===== config.mk =====
export PLATFORM = sky130hd
export DESIGN_NAME = cam_capture
export DESIGN_NICKNAME = d
export VERILOG_FILES = /design/src/rtl/cam_pkg.sv /design/src/rtl/cam_sync_edge.sv /design/src/rtl/cam_capture.sv
export SDC_FILE = /design/constraint.sdc
export NUM_CORES = 1
export LEC_CHECK = 0
export BUFFER_PORTS_ARGS = -buffer_cell sky130_fd_sc_hd__buf_4
export CAP_MARGIN = 0
export CORE_MARGIN = 4
export CORE_UTILIZATION = 59
export CTS_BUF_LIST = sky130_fd_sc_hd__clkbuf_8
export CTS_CLUSTER_DIAMETER = 80
export DETAILED_ROUTE_END_ITERATION = 6
export PLACE_DENSITY = 0.88
export RECOVER_POWER = 50
export SLEW_MARGIN = 20
export SYNTH_ARGS = -nofsm -noshare
export SYNTH_HDL_FRONTEND = slang
export SYNTH_SLANG_ARGS = --single-unit

===== constraint.sdc =====
create_clock -name clk25 -period 2.2 [get_ports clk25]
set_input_delay 0.33 -clock clk25 [delete_from_list [all_inputs] [get_ports clk25]]
set_output_delay 0.33 -clock clk25 [all_outputs]
set_load 0.02 [all_outputs]

===== src/rtl/cam_pkg.sv =====
// Shared definitions for the camera capture path and the VGA scan-out block:
// FSM state encoding, frame-buffer geometry and RGB565 field positions.
package cam_pkg;

  localparam int CAM_H_PIX   = 320;
  localparam int CAM_V_LINES = 240;
  localparam int CAM_ADDR_W  = 17;
  localparam int FB_DEPTH    = CAM_H_PIX * CAM_V_LINES;

  // RGB565 layout shared with the VGA reader.
  localparam int RGB_R_MSB = 15;
  localparam int RGB_R_LSB = 11;
  localparam int RGB_G_MSB = 10;
  localparam int RGB_G_LSB = 5;
  localparam int RGB_B_MSB = 4;
  localparam int RGB_B_LSB = 0;

  typedef enum logic [1:0] {
    S_IDLE   = 2'd0,
    S_WAIT   = 2'd1,
    S_ACTIVE = 2'd2,
    S_DONE   = 2'd3
  } cam_state_t;

  // The camera sends the high byte of each RGB565 pixel first.
  function automatic logic [15:0] rgb565_pack(input logic [7:0] first_byte,
                                              input logic [7:0] second_byte);
    return {first_byte, second_byte};
  endfunction

endpackage


===== src/rtl/cam_sync_edge.sv =====
// Multi-flop synchronizer for one asynchronous camera control line, with
// single-cycle rise/fall strobes derived from the synchronized level.
module cam_sync_edge #(
  parameter int STAGES = 2
) (
  input  logic clk25,
  input  logic rst_n,
  input  logic d,
  output logic q,
  output logic rise,
  output logic fall
);

  logic [STAGES-1:0] sync_q;
  logic              prev_q;

  // Shift the raw input through the synchronizer chain and keep one cycle of
  // history of the synchronized level for edge detection.
  // NOTE: state registers use non-blocking assignments so every flop samples
  // the value from before the edge, regardless of statement order.
  always_ff @(posedge clk25 or negedge rst_n) begin
    if (!rst_n) begin
      sync_q <= '0;
      prev_q <= 1'b0;
    end else begin
      sync_q <= {sync_q[STAGES-2:0], d};
      prev_q <= sync_q[STAGES-1];
    end
  end

  assign q    = sync_q[STAGES-1];
  assign rise = q & ~prev_q;
  assign fall = ~q & prev_q;

endmodule


===== src/rtl/cam_capture.sv =====
// Camera capture: turns an OV7670-style RGB565 byte stream into linear
// frame-buffer writes, one pixel per two camera bytes, row-major from 0.
module cam_capture
  import cam_pkg::*;
#(
  parameter int H_PIX       = CAM_H_PIX,
  parameter int V_LINES     = CAM_V_LINES,
  parameter int ADDR_W      = CAM_ADDR_W,
  parameter int SYNC_STAGES = 2
) (
  input  logic              clk25,
  input  logic              rst_n,
  input  logic              cam_pclk,
  input  logic              cam_href,
  input  logic              cam_vsync,
  input  logic [7:0]        cam_data,
  input  logic              arm,
  output logic [ADDR_W-1:0] fb_addr,
  output logic [15:0]       fb_data,
  output logic              fb_we,
  output logic              frame_done,
  output logic              capturing,
  output logic              overrun
);

  localparam int DEPTH  = H_PIX * V_LINES;
  localparam int PTR_W  = $clog2(DEPTH + 1);
  localparam int LINE_W = $clog2(V_LINES + 1);

  cam_state_t state_q, state_d;

  logic pclk_q, samp, pclk_fall;
  logic href_s, href_rise, href_fall;
  logic vsync_q, vsync_rise, vsync_fall;

  logic [SYNC_STAGES:0][7:0] data_pipe;
  logic [7:0]                data_s;

  logic [PTR_W-1:0]  wr_ptr;
  logic [LINE_W-1:0] line_cnt;
  logic              phase;
  logic [7:0]        hi_byte;
  logic              room_ok;

  cam_sync_edge #(.STAGES(SYNC_STAGES)) u_sync_pclk (
    .clk25 (clk25), .rst_n (rst_n), .d (cam_pclk),
    .q (pclk_q), .rise (samp), .fall (pclk_fall)
  );

  cam_sync_edge #(.STAGES(SYNC_STAGES)) u_sync_href (
    .clk25 (clk25), .rst_n (rst_n), .d (cam_href),
    .q (href_s), .rise (href_rise), .fall (href_fall)
  );

  cam_sync_edge #(.STAGES(SYNC_STAGES)) u_sync_vsync (
    .clk25 (clk25), .rst_n (rst_n), .d (cam_vsync),
    .q (vsync_q), .rise (vsync_rise), .fall (vsync_fall)
  );

  // Only the pclk rising edge and the href/vsync strobes drive the design.
  logic unused_sync;
  assign unused_sync = &{1'b0, pclk_q, pclk_fall, href_rise, vsync_q};

  // Data runs one flop deeper than pclk so the byte is settled when samp fires.
  always_ff @(posedge clk25 or negedge rst_n) begin
    if (!rst_n) begin
      data_pipe <= '0;
    end else begin
      data_pipe <= {data_pipe[SYNC_STAGES-1:0], cam_data};
    end
  end

  assign data_s = data_pipe[SYNC_STAGES];

  // State register.
  always_ff @(posedge clk25 or negedge rst_n) begin
    if (!rst_n) begin
      state_q <= S_IDLE;
    end else begin
      state_q <= state_d;
    end
  end

  // Frame sequencing: arm gates the start of a frame, never its completion.
  // NOTE: next-state starts from a default so no path leaves state_d
  // unassigned, which would otherwise infer a latch.
  always_comb begin
    state_d = state_q;
    unique case (state_q)
      S_IDLE:   if (arm && vsync_rise) state_d = S_WAIT;
      S_WAIT:   if (vsync_fall)        state_d = S_ACTIVE;
      S_ACTIVE: if (vsync_rise)        state_d = S_DONE;
      S_DONE:   state_d = arm ? S_WAIT : S_IDLE;
      default:  state_d = S_IDLE;
    endcase
  end

  assign capturing = (state_q == S_ACTIVE);

  // A pixel is stored only inside the visible line range and below the cap.
  assign room_ok = (line_cnt < LINE_W'(V_LINES)) && (wr_ptr < PTR_W'(DEPTH));

  // Byte pairing, address/line tracking, write strobe and status flags.
  always_ff @(posedge clk25 or negedge rst_n) begin
    if (!rst_n) begin
      fb_addr    <= '0;
      fb_data    <= '0;
      fb_we      <= 1'b0;
      frame_done <= 1'b0;
      overrun    <= 1'b0;
      wr_ptr     <= '0;
      line_cnt   <= '0;
      phase      <= 1'b0;
      hi_byte    <= '0;
    end else begin
      fb_we      <= 1'b0;
      frame_done <= (state_q == S_DONE) && (wr_ptr == PTR_W'(DEPTH));
      if (state_q == S_WAIT && vsync_fall) begin
        wr_ptr   <= '0;
        line_cnt <= '0;
        phase    <= 1'b0;
      end else if (state_q == S_ACTIVE) begin
        if (href_fall) begin
          // End of line: an unpaired trailing byte is abandoned here.
          phase <= 1'b0;
          if (line_cnt < LINE_W'(V_LINES)) line_cnt <= line_cnt + LINE_W'(1);
        end else if (samp && href_s) begin
          if (!phase) begin
            hi_byte <= data_s;
            phase   <= 1'b1;
          end else begin
            phase <= 1'b0;
            if (room_ok) begin
              fb_we   <= 1'b1;
              fb_addr <= ADDR_W'(wr_ptr);
              fb_data <= rgb565_pack(hi_byte, data_s);
              wr_ptr  <= wr_ptr + PTR_W'(1);
            end else begin
              overrun <= 1'b1;
            end
          end
        end
      end
    end
  end

endmodule


==> reports/metrics.csv <==
metric,value,unit
global-route met1 utilization,23.2,%
clk buf depth,2,
PostCTS Resize Cnt,0,
Critical Setup Path Class,register to register,
top cell type's share of synthesized area,64.8,%
compound-gate portion of the synthesized area,3.40,%
Max Slew Vio Count,0,
DRT Pass-1 Iters,4,
"Distinct cells, synth",42,
final hold violations,0,
worst path cell trace,inv_1 > ha_1 > and3_1 > o211ai_2 > nor3_4 > buf_4 > mux2_2,
vias in the first global route,2548,
Die X-Extent,90.9,um
main combinational cell family by area after synthesis,multiplexers,
Antenna diodes,0,
DR iter-0 viols,99,
die outline height,90.9,um
Final Cycle Share,93.5,%
Hold Buf Count CTS,0,
asr flop ratio synth,100,%
io pins,51,
"Clk Latency, worst-skew pair",0.36,ns
Buffers & Inverters on Critical Path,2,
Hold Crit Class,input port to register,
Root Buffer,clkbuf_8,
CP Max Fanout,22,
run status,"finished, final reports clean",
post-synthesis mux area share,11.6,%
Yosys reg bits,105,
fmax,0.486,GHz
Critical-path top delay cell,dfrtp_1,
Pwr Density,921,mW/mm^2
sequential cell area fraction in the yosys report,64.8,%
Critical Path Start Type,register,
Filler Cell Count,408,
WL per Instance,15.5,um
Starting Density,62.4,%
Post-synth EDFFs,0,
Congestion Overflow GR,0,
via/cell ratio,5.60,
CTS tree,yes,
Post-synth top flop,dfrtp_1,
clock slew at reported path FFs,0.10,ns
Synth area leader,dfrtp_1,
Post-Route WL,6920,um
met3 Use GR,5.58,%
WP data arrival,2.31,ns
Final HPWL DP,4610,um
"Area growth, synth to finish",16.6,%
DRT antenna net count,0,
Die ar.,0.00826,sq mm
setup TNS,0,ns
H-tree levels,3,
detailed-route DRC error count,0,
multi-input logic area,0.00134,sq mm
Syn Area/Cell,13.5,sq um
CP Capture Type,register,
RD Place Congestion,0.873,
final worst path period need,2.06,ns
initial antenna violation count,0,
global-route wire length before repair,12000,um
static leakage,2.30,nW
post-synthesis xor/xnor area fraction,4.10,%
Synth area leaders,"dfrtp_1 65%, mux2_2 11%, xnor2_1 3.5%",
Slowest Stage Delay on Critical Path,0.42,ns
RSZ-0062 raised after global routing,no,
synthesized area,0.00405,sq mm
Mapped Cells,301,
top post-synthesis cells by count,"105 x dfrtp_1, 39 x mux2_2, 28 x nor2_1",
Least-Margin Pin Slew,1.33,ns
global-route layer with the greatest usage,met2,
setup repair bufs after CTS,0,
FF+latch area,0.00263,sq mm
Simple-Gate Fraction of Synth Area,11.5,%
Slew Limit Headroom,11.3,%
largest net degree at the start of global routing,106,
Post-Synthesis Net Count,322,
setup violators final,0,
Synth Area in Adders,2.16,%
total track usage,18.4,%
final net count,384,
# port buffers,50,
maximum resistive drop on vdd,423,uV
via count,2490,
max_cap viols,0,
post-layout util,72.8,%
row count,29,
clk_skew,0.00857,ns
layout cells sized above 1,31.8,%
synth warn,0,
met2 usage,30.0,%
core area,0.00649,sq mm
"Req. time, crit path",2.45,ns
Crit path max-delay family,buffers and inverters,
"count leader, synth",dfrtp_1,
tightest hold margin,0.0850,ns
clock sinks,105,
CTS buffer count,9,
-- cell usage in the layout (no fill, tap or decap), drive strengths merged, types with 2 or more instances in the layout --
cell | synthesis | routed
dfrtp | 105 | 105
buf | 7 | 45
mux2 | 41 | 41
nor2 | 28 | 28
clkbuf | 0 | 23
xnor2 | 16 | 16
nand2 | 15 | 15
inv | 10 | 15
nor3 | 9 | 9
nor4 | 8 | 8
o21ai | 8 | 8
ha | 7 | 7
nand3 | 6 | 6
a21oi | 5 | 5
nand4 | 4 | 4
and3 | 3 | 3
and4 | 3 | 3
xor2 | 3 | 3
nand3b | 3 | 3
a22oi | 2 | 2
or3 | 2 | 2
o211ai | 2 | 2
-- where the power goes --
part / switching (mW) / leakage [nW] / internal, mW
clock: 0.671 / 0.0977 / 0.470
combinational: 0.463 / 0.834 / 0.411
sequential: 0.159 / 1.37 / 2.18
-- metal layers --
layer / share of wire [%] / vias to the layer above
li1: - / 1175
met1: 44 / 1234
met2: 49 / 67
met3: 4.9 / 14
met4: 1.9 / 0
met5: 0 / -
-- worst register-to-register path, delay by kind of cell (launching register included) --
kind / cells / cell delay [ns]
buffers and inverters: 2 / 0.44
DFF: 1 / 0.42
AOI/OAI and AO/OA: 1 / 0.12
and+or+nand+nor: 2 / 0.40
adders and majority gates: 1 / 0.18
muxes: 1 / 0.38
-- logic make-up (layout without fill, tap and decap cells) --
kind of cell / after synthesis / after routing
buf+inv: 17 / 84
simple gates: 89 / 89
xor+xnor: 19 / 19
mux: 42 / 42
compound gates: 22 / 22
fa+ha+maj: 7 / 7
flops: 105 / 105
-- per-stage QoR --
step / power, mW / setup WS (ns) / cells / area (sq um)
6_report: 4.35 / 0.142 / 445 / 4730
4_1_cts: 4.40 / 0.153 / 445 / 4740
5_1_grt: 4.60 / 0.0279 / 445 / 4730
3_3_place_gp: 3.20 / 0.232 / 429 / 4550
2_1_floorplan: 2.88 / 0.0331 / 301 / 4050
3_5_place_dp: 3.25 / 0.185 / 429 / 4550
-- path summary, 6_finish.rpt --
path	from	end	slack [ns]	cells after the start
hold reg to reg	data_pipe[8]	data_s[0]	0.35	0
min in group asynchronous	rst_n	fb_addr[9]	0.40	2
setup / recovery	state_q[0]	fb_data[7]	0.14	7
setup reg to reg	state_q[0]	fb_data[7]	0.14	7
hold / removal	cam_data[7]	data_pipe[7]	0.09	1
max in group asynchronous	rst_n	fb_data[5]	0.99	2
-- flip-flops by register name, indices dropped and copies added, names as in the netlist --
register             count
line_cnt                 8
u_sync_pclk.prev_q       1
data_s                   8
fb_data                 16
u_sync_href.prev_q       1
state_q                  2
fb_addr                 17
u_sync_vsync.sync_q      2
u_sync_href.sync_q       2
u_sync_vsync.prev_q      1
frame_done               1
data_pipe               16
hi_byte                  8
wr_ptr                  17
phase                    1
u_sync_pclk.sync_q       2
overrun                  1
fb_we                    1
-- cell type report --
cell class	count	share of cell area [%]
Sequential cell	105	55.6
Timing Repair Buffer	58	9.21
Tap cell	77	2.04
Inverter	10	0.794
Clock inverter	6	1.19
Multi-Input combinational cell	179	28.3
Clock buffer	10	2.91
No activity file was read; power rests on OpenSTA's default activity.
